===== src/rtl/serializer_pkg.sv =====
// serializer_pkg: shared constants, FSM state type and the length-code decode
// used by the serializer.
//   DATA_W  - parallel word width
//   MOD_W   - width of the length code (log2(DATA_W))
//   MIN_LEN - shortest length that is transmitted; shorter requests are dropped
//   CNT_W   - bit-counter width, wide enough to hold DATA_W
package serializer_pkg;

  localparam int DATA_W  = 16;
  localparam int MOD_W   = 4;
  localparam int MIN_LEN = 3;
  localparam int CNT_W   = MOD_W + 1;

  typedef enum logic {
    IDLE  = 1'b0,
    SHIFT = 1'b1
  } ser_state_e;

  // A code of 0 stands for a full word; any other code is the length itself.
  function automatic logic [CNT_W-1:0] decode_len(input logic [MOD_W-1:0] mod);
    if (mod == '0) return CNT_W'(DATA_W);
    else           return {1'b0, mod};
  endfunction

endpackage


===== src/rtl/serializer.sv =====
// serializer: parallel-to-serial converter. One request word plus a length
// code is captured while idle and its selected bits are shifted out one per
// clock on a single wire. busy_o back-pressures the producer for the whole
// burst; requests seen while busy are ignored.
//
// Ports:
//   clk_i          - clock, all logic on the rising edge
//   srst_i         - asynchronous active-low reset
//   data_i         - parallel word (DATA_W)
//   data_mod_i     - length code (MOD_W), 0 = full word
//   data_val_i     - request strobe
//   ser_data_o     - serial bit, 0 whenever not valid
//   ser_data_val_o - serial bit valid
//   busy_o         - burst in progress
//
// Build option:
//   SERIALIZER_LSB_FIRST_EN - when defined, bits leave starting at data_i[0]
//   and going upward; otherwise they leave starting at data_i[DATA_W-1].
//   Timing is identical in both builds.
module serializer
  import serializer_pkg::*;
(
  input  logic              clk_i,
  input  logic              srst_i,
  input  logic [DATA_W-1:0] data_i,
  input  logic [MOD_W-1:0]  data_mod_i,
  input  logic              data_val_i,
  output logic              ser_data_o,
  output logic              ser_data_val_o,
  output logic              busy_o
);

`ifdef SERIALIZER_LSB_FIRST_EN
  localparam int OUT_BIT = 0;
`else
  localparam int OUT_BIT = DATA_W - 1;
`endif

  ser_state_e        r_state;
  logic [DATA_W-1:0] r_shreg;
  logic [CNT_W-1:0]  r_cnt;

  ser_state_e        w_state_nxt;
  logic [DATA_W-1:0] w_shreg_nxt;
  logic [CNT_W-1:0]  w_cnt_nxt;
  logic [CNT_W-1:0]  w_len;
  logic [DATA_W-1:0] w_shifted;

  assign w_len = decode_len(data_mod_i);

  // The outgoing bit always sits at OUT_BIT; shifting moves the next one in.
`ifdef SERIALIZER_LSB_FIRST_EN
  assign w_shifted = {1'b0, r_shreg[DATA_W-1:1]};
`else
  assign w_shifted = {r_shreg[DATA_W-2:0], 1'b0};
`endif

  always_ff @(posedge clk_i or negedge srst_i) begin
    if (!srst_i) begin
      r_state <= IDLE;
      r_shreg <= '0;
      r_cnt   <= '0;
    end else begin
      r_state <= w_state_nxt;
      r_shreg <= w_shreg_nxt;
      r_cnt   <= w_cnt_nxt;
    end
  end

  // Outputs are decoded from registered state only, so they clear as soon as
  // reset asserts and never depend on the request inputs.
  always_comb begin
    w_state_nxt    = r_state;
    w_shreg_nxt    = r_shreg;
    w_cnt_nxt      = r_cnt;
    ser_data_o     = 1'b0;
    ser_data_val_o = 1'b0;
    busy_o         = 1'b0;
    unique case (r_state)
      IDLE: begin
        if (data_val_i && (w_len >= CNT_W'(MIN_LEN))) begin
          w_state_nxt = SHIFT;
          w_shreg_nxt = data_i;
          w_cnt_nxt   = w_len;
        end
      end
      SHIFT: begin
        ser_data_val_o = 1'b1;
        busy_o         = 1'b1;
        ser_data_o     = r_shreg[OUT_BIT];
        // r_cnt counts bits still to show, including the current one; the
        // last bit forces one idle cycle before the next request is taken.
        if (r_cnt == CNT_W'(1)) begin
          w_state_nxt = IDLE;
          w_shreg_nxt = '0;
          w_cnt_nxt   = '0;
        end else begin
          w_shreg_nxt = w_shifted;
          w_cnt_nxt   = r_cnt - CNT_W'(1);
        end
      end
      default: begin
        w_state_nxt = IDLE;
      end
    endcase
  end

endmodule


===== config.mk =====
export PLATFORM = sky130hd
export DESIGN_NAME = serializer
export DESIGN_NICKNAME = d
export VERILOG_FILES = /design/src/rtl/serializer_pkg.sv /design/src/rtl/serializer.sv
export SDC_FILE = /design/constraint.sdc
export NUM_CORES = 1
export LEC_CHECK = 0
export ABC_CLOCK_PERIOD_IN_PS = 1450
export CAP_MARGIN = 20
export CORE_MARGIN = 1.5
export CORE_UTILIZATION = 35
export DETAILED_ROUTE_END_ITERATION = 10
export PLACE_DENSITY = 0.59
export SLEW_MARGIN = 20
export SYNTH_ARGS = -nofsm -noshare
export SYNTH_HDL_FRONTEND = slang
export SYNTH_SLANG_ARGS = --single-unit

===== constraint.sdc =====
create_clock -name clk_i -period 1.45 [get_ports clk_i]
set_input_delay 0.3625 -clock clk_i [delete_from_list [all_inputs] [get_ports clk_i]]
set_output_delay 0.3625 -clock clk_i [all_outputs]
set_load 0.005 [all_outputs]

# Yosys cells after proc, flatten, opt, wreduce, memory -nomap -nowiden
# Cells that the tools add are included.
# W data, S select, Z words.
[op_classes]
add_sub_neg = 1
order_cmp = 1
eq_ne = 2
muxes = 12
bitwise = 1
n_reduce_logical = 2
[ops]
columns = ["cell", "n"]
rows = [
  ["$mux W16", 2],
  ["$pmux W16 S2", 1],
  ["$mux W5", 3],
  ["$pmux W5 S2", 1],
  ["$eq A5 B1 Y1 const B", 1],
  ["$ge A5 B2 Y1 const B", 1],
  ["$sub A5 B1 Y5 const B", 1],
  ["$logic_not A4 Y1", 1],
  ["$mux W1", 4],
  ["$ne A2 B2 Y1 const B", 1],
  ["$pmux W1 S2", 1],
  ["$logic_and A1 B1 Y1", 1],
  ["$not A1 Y1", 1],
]
[totals]
regBits = 22
out_inout_bits = 3

# Longest topological paths before layout
[logic_depth]
depth_word = 6
mapped_depth = 6
depth_no_buf = 5

# Worst setup path before layout
# Ideal clock, no wire load.
[synth_timing]
kind = "register to register"
startpoint = "register r_cnt[1]"
endpoint = "register r_shreg[10]"
arrival_time_ps = 1461
t_required_ps = 1325
setup_slack_ps = -136
stages_incl_launch_ff = 7
synth_period_minus_slack_ps = 1586
cell_sequence = "dfrtp_1 > inv_1 > ha_1 > nor4b_4 > buf_6 > o2bb2ai_1 > mux2_4"
[synth_via]
elab_chain_cells = 3
[synth_lines]
columns = ["item", "line", "text"]
rows = [
  ["from (decl)", "serializer.sv:41", "logic [CNT_W-1:0] r_cnt;"],
  ["from (signal assigned)", "serializer.sv:66", "r_cnt <= w_cnt_nxt;"],
  ["$eq A5 B1 Y1", "serializer.sv:93", "if (r_cnt == CNT_W'(1)) begin"],
  ["$mux W16", "serializer.sv:93", ""],
  ["$pmux W16 S2", "serializer.sv:79", "unique case (r_state)"],
  ["to (signal assigned)", "serializer.sv:65", "r_shreg <= w_shreg_nxt;"],
  ["to (decl)", "serializer.sv:40", "logic [DATA_W-1:0] r_shreg;"],
]
# Every way passes these cells.
# A chain may end at the register's enable or synchronous reset.

# Worst setup path in the final report
[layout_timing]
startpoint = "register r_state"
endpoint = "register r_shreg[12]"
[layout_via]
elab_chain_cells = 2
[layout_lines]
columns = ["item", "line", "text"]
rows = [
  ["from (decl)", "serializer.sv:39", "ser_state_e r_state;"],
  ["from (signal assigned)", "serializer.sv:64", "r_state <= w_state_nxt;"],
  ["$not A1 Y1", "-", ""],
  ["$pmux W16 S2 / $ne A2 B2 Y1 (equally long branches)", "-", ""],
]
# Several ways; a longest one is shown, not always the timed one.

==> run_results.csv <==
group,metric,value,unit
layout,num_antenna_cells,0,
setup_path,crit_path_max_fanout,8,
synth,synth-seq-cells,22,
synth,synth_ff_type,"dfrtp_1",
floorplanning,dieArea,0.004021,mm2
floorplanning,ios,26,
placement,dp_hpwl,2035,um
timing,worst_slew_pin_slew,0.2991,ns
synth,synth_nets,139,
global_routing,grt_use_total,17.28,%
drt,ant_nets,0,
timing,fin_crit_sh,105.8,%
clocking,clk_latency,0.31,ns
setup_path,required,1.66,ns
power,leakage,0.8879,nW
layout,final_cell_mix,"buf_4 (21), dfrtp_1 (21), clkdlybuf4s50_1 (18)",
clocking,cts_tree,"done",
synth,synth_warnings,0,
layout,syn_to_final_growth,52.20,%
global_routing,grt_max_degree,23,
setup_path,cp_slowest_stage_delay,0.46,ns
synth,syn_avg_cell_area,11.21,um2
placement,place_ws,-0.4610,ns
floorplanning,num_rows,21,
setup_path,crit_arrival,1.74,ns
drt,topRoutingLayerUsed,"met4",
layout,drive_gt1_share,42.07,%
drt,drt-met1-wl,1444,um
placement,placed_cell_area,0.001743,mm2
setup_path,r2r_slack,-0.08,ns
flow_run,drv_cap,0,
setup_path,crit_slowest_cell,"dfrtp_2",
drt,routed_via_density,5.071,
timing,rsz0062_at_grt,"true",
timing,fin_setup_tns,-1.020,ns
setup_path,end_kind,"register",
synth,ys_types,34,
timing,fin_ws,-0.08476,ns
global_routing,grt_pass1_wl,5402,um
clocking,numCtsBuffers,3,
timing,fin_crit,1.535,ns
synth,synth.cell_area,0.001277,mm2
global_routing,grt_pass1_vias,1132,
drt,wl_met2,1640,um
power,power_density,1898,mW/mm2
clocking,root_buffer,"clkbuf_4",
drt,wl_per_cell,15.52,um
setup_path,start_kind,"register",
timing,relSlewSlack,80.06,%
status,outcome,"finished with violations",
power,vdd_drop_max,809.3,uV
layout,fin_area,0.001944,mm2
drt,drc,0,
worst_hold_path,hold_class,"input pin to asynchronous set/reset pin",
timing,fin_skew,0.008207,ns
synth,synthArstFlopShare,100.0,%
placement,numPortBuffers,25,
layout,n_fill_cell,321,
clocking,clk_pin_slew_worst_paths,0.14,ns
setup_path,critPathKind,"register to register",
drt,wl_met3,133,um
layout,finalNetCount,190,
drt,firstDrtPassIters,4,
clocking,h-tree-depth,1,
floorplanning,core,0.003416,mm2
layout,multi_input_area,728.2,um2
timing,hold_viol_final,0,
drt,totalWireLength,3260,um
placement,gp_congestion,0.7249,
floorplanning,die_y,63.42,um
timing,setup_viol,18,
clocking,clk_path_buf_depth,2,
timing,fmax,651.6,MHz
global_routing,overflow,0,
synth,synth-seq-area-share,43.10,%
synth,netlist_instances,114,
synth,synth_enable_flop_cells,0,
clocking,cts_num_sinks,22,
global_routing,antenna_found_initial,0,
drt,vias,1065,
floorplanning,initial_utilization,37.40,%
status,violations,"negative setup slack",
drt,drtIter0Drc,40,
timing,drv_slew,0,
floorplanning,fp.dieW,63.42,um
setup_path,worstPathCellList,"buf_12 > nor3_4 > a21oi_4 > buf_6 > mux2_4",
layout,regArea,551.8,um2
[kinds of logic (layout without fill, tap and decap cells)]
family	after synthesis	in the layout	synth area share [%]
mux	16	16	16.36
compound gates	28	28	18.81
flops	22	22	43.10
xor+xnor	1	1	0.6857
simple gates	27	27	12.34
fa+ha+maj	2	2	1.959
buf+inv	18	68	6.757
[per-layer routing]
layer / GRT usage, % / up-vias
li1: - / 519
met1: 20.59 / 518
met2: 30.92 / 24
met3: 4.464 / 4
met4: 4.076 / 0
met5: 0 / -
[critical path, delay by kind of cell (launching register included)]
| kind | cells | cell delay [ns] |
|---|---|---|
| buffers and inverters | 2 | 0.31 |
| flip-flops | 1 | 0.46 |
| multiplexers | 1 | 0.29 |
| AND/OR/NAND/NOR | 1 | 0.23 |
| AO/OA/AOI/OAI | 1 | 0.13 |
[through the flow]
stage / util, % / instances / hold slack [ns] / total power [W]
6_report: 56.92 / 210 / 0.3809 / 0.003691
5_1_grt: 56.92 / 210 / 0.3921 / 0.003933
4_1_cts: 57.00 / 212 / 0.3786 / 0.003649
3_3_place_gp: 51.03 / 199 / 0.4901 / 0.002854
3_5_place_dp: 51.03 / 199 / 0.4945 / 0.002898
2_1_floorplan: - / 114 / 0.06691 / 0.002238
[power breakdown]
part	internal [W]	switching [W]	total (W)
Sequential	0.000894	0.000200	0.00109
Clock	0.000279	0.000200	0.000479
Combinational	0.00126	0.000860	0.00212
Total	0.00243	0.00126	0.00369
[state kept, by name, summed over array words and instances (netlist names)]
name and flops:
r_shreg 16, r_cnt 5, r_state 1
[Yosys cell counts, types with 2 or more instances]
cell type | n | area share, %
o2bb2ai_1 | 16 | 11
buf_4 | 2 | 1.2
buf_2 | 3 | 1.2
dfrtp_1 | 22 | 43
nand2b_1 | 3 | 1.5
nand2_1 | 15 | 4.4
inv_1 | 9 | 2.6
o32ai_1 | 2 | 1.4
clkbuf_1 | 2 | 0.59
nor2_1 | 2 | 0.59
ha_1 | 2 | 2.0
mux2_2 | 7 | 6.2
mux2_4 | 8 | 9.4
[worst paths after layout]
| kind | depth (start not counted) | endpoint | start |
|---|---|---|---|
| worst min register to register | 1 | r_shreg[14]$_DFFE_PN0P_ | r_shreg[14]$_DFFE_PN0P_ |
| min in group clk_i | 1 | r_shreg[14]$_DFFE_PN0P_ | r_shreg[14]$_DFFE_PN0P_ |
| max in group asynchronous | 2 | r_state$_DFF_PN0_ | srst_i |
| worst min-delay path | 2 | r_shreg[0]$_DFFE_PN0P_ | srst_i |
| worst max register to register | 5 | r_shreg[12]$_DFFE_PN0P_ | r_state$_DFF_PN0_ |
| worst max-delay path | 5 | r_shreg[12]$_DFFE_PN0P_ | r_state$_DFF_PN0_ |
[repair_timing]
action                     in CTS  in global routing
gates cloned                    1                  1
setup endpoints to repair      22                 24
gates resized for setup        22                 17
pin swaps                       2                  7
hold buffers                    0                  0
setup buffers                   8                  1
[cell type report]
class / instances / area share (%)
tap: 46 / 2.960
multi-input combinational: 74 / 37.45
clock inverter: 1 / 1.544
clock buffer: 3 / 1.158
sequential: 22 / 28.38
timing repair buffer: 54 / 26.45
inverter: 10 / 2.059
No activity file was read; power rests on OpenSTA's default activity.
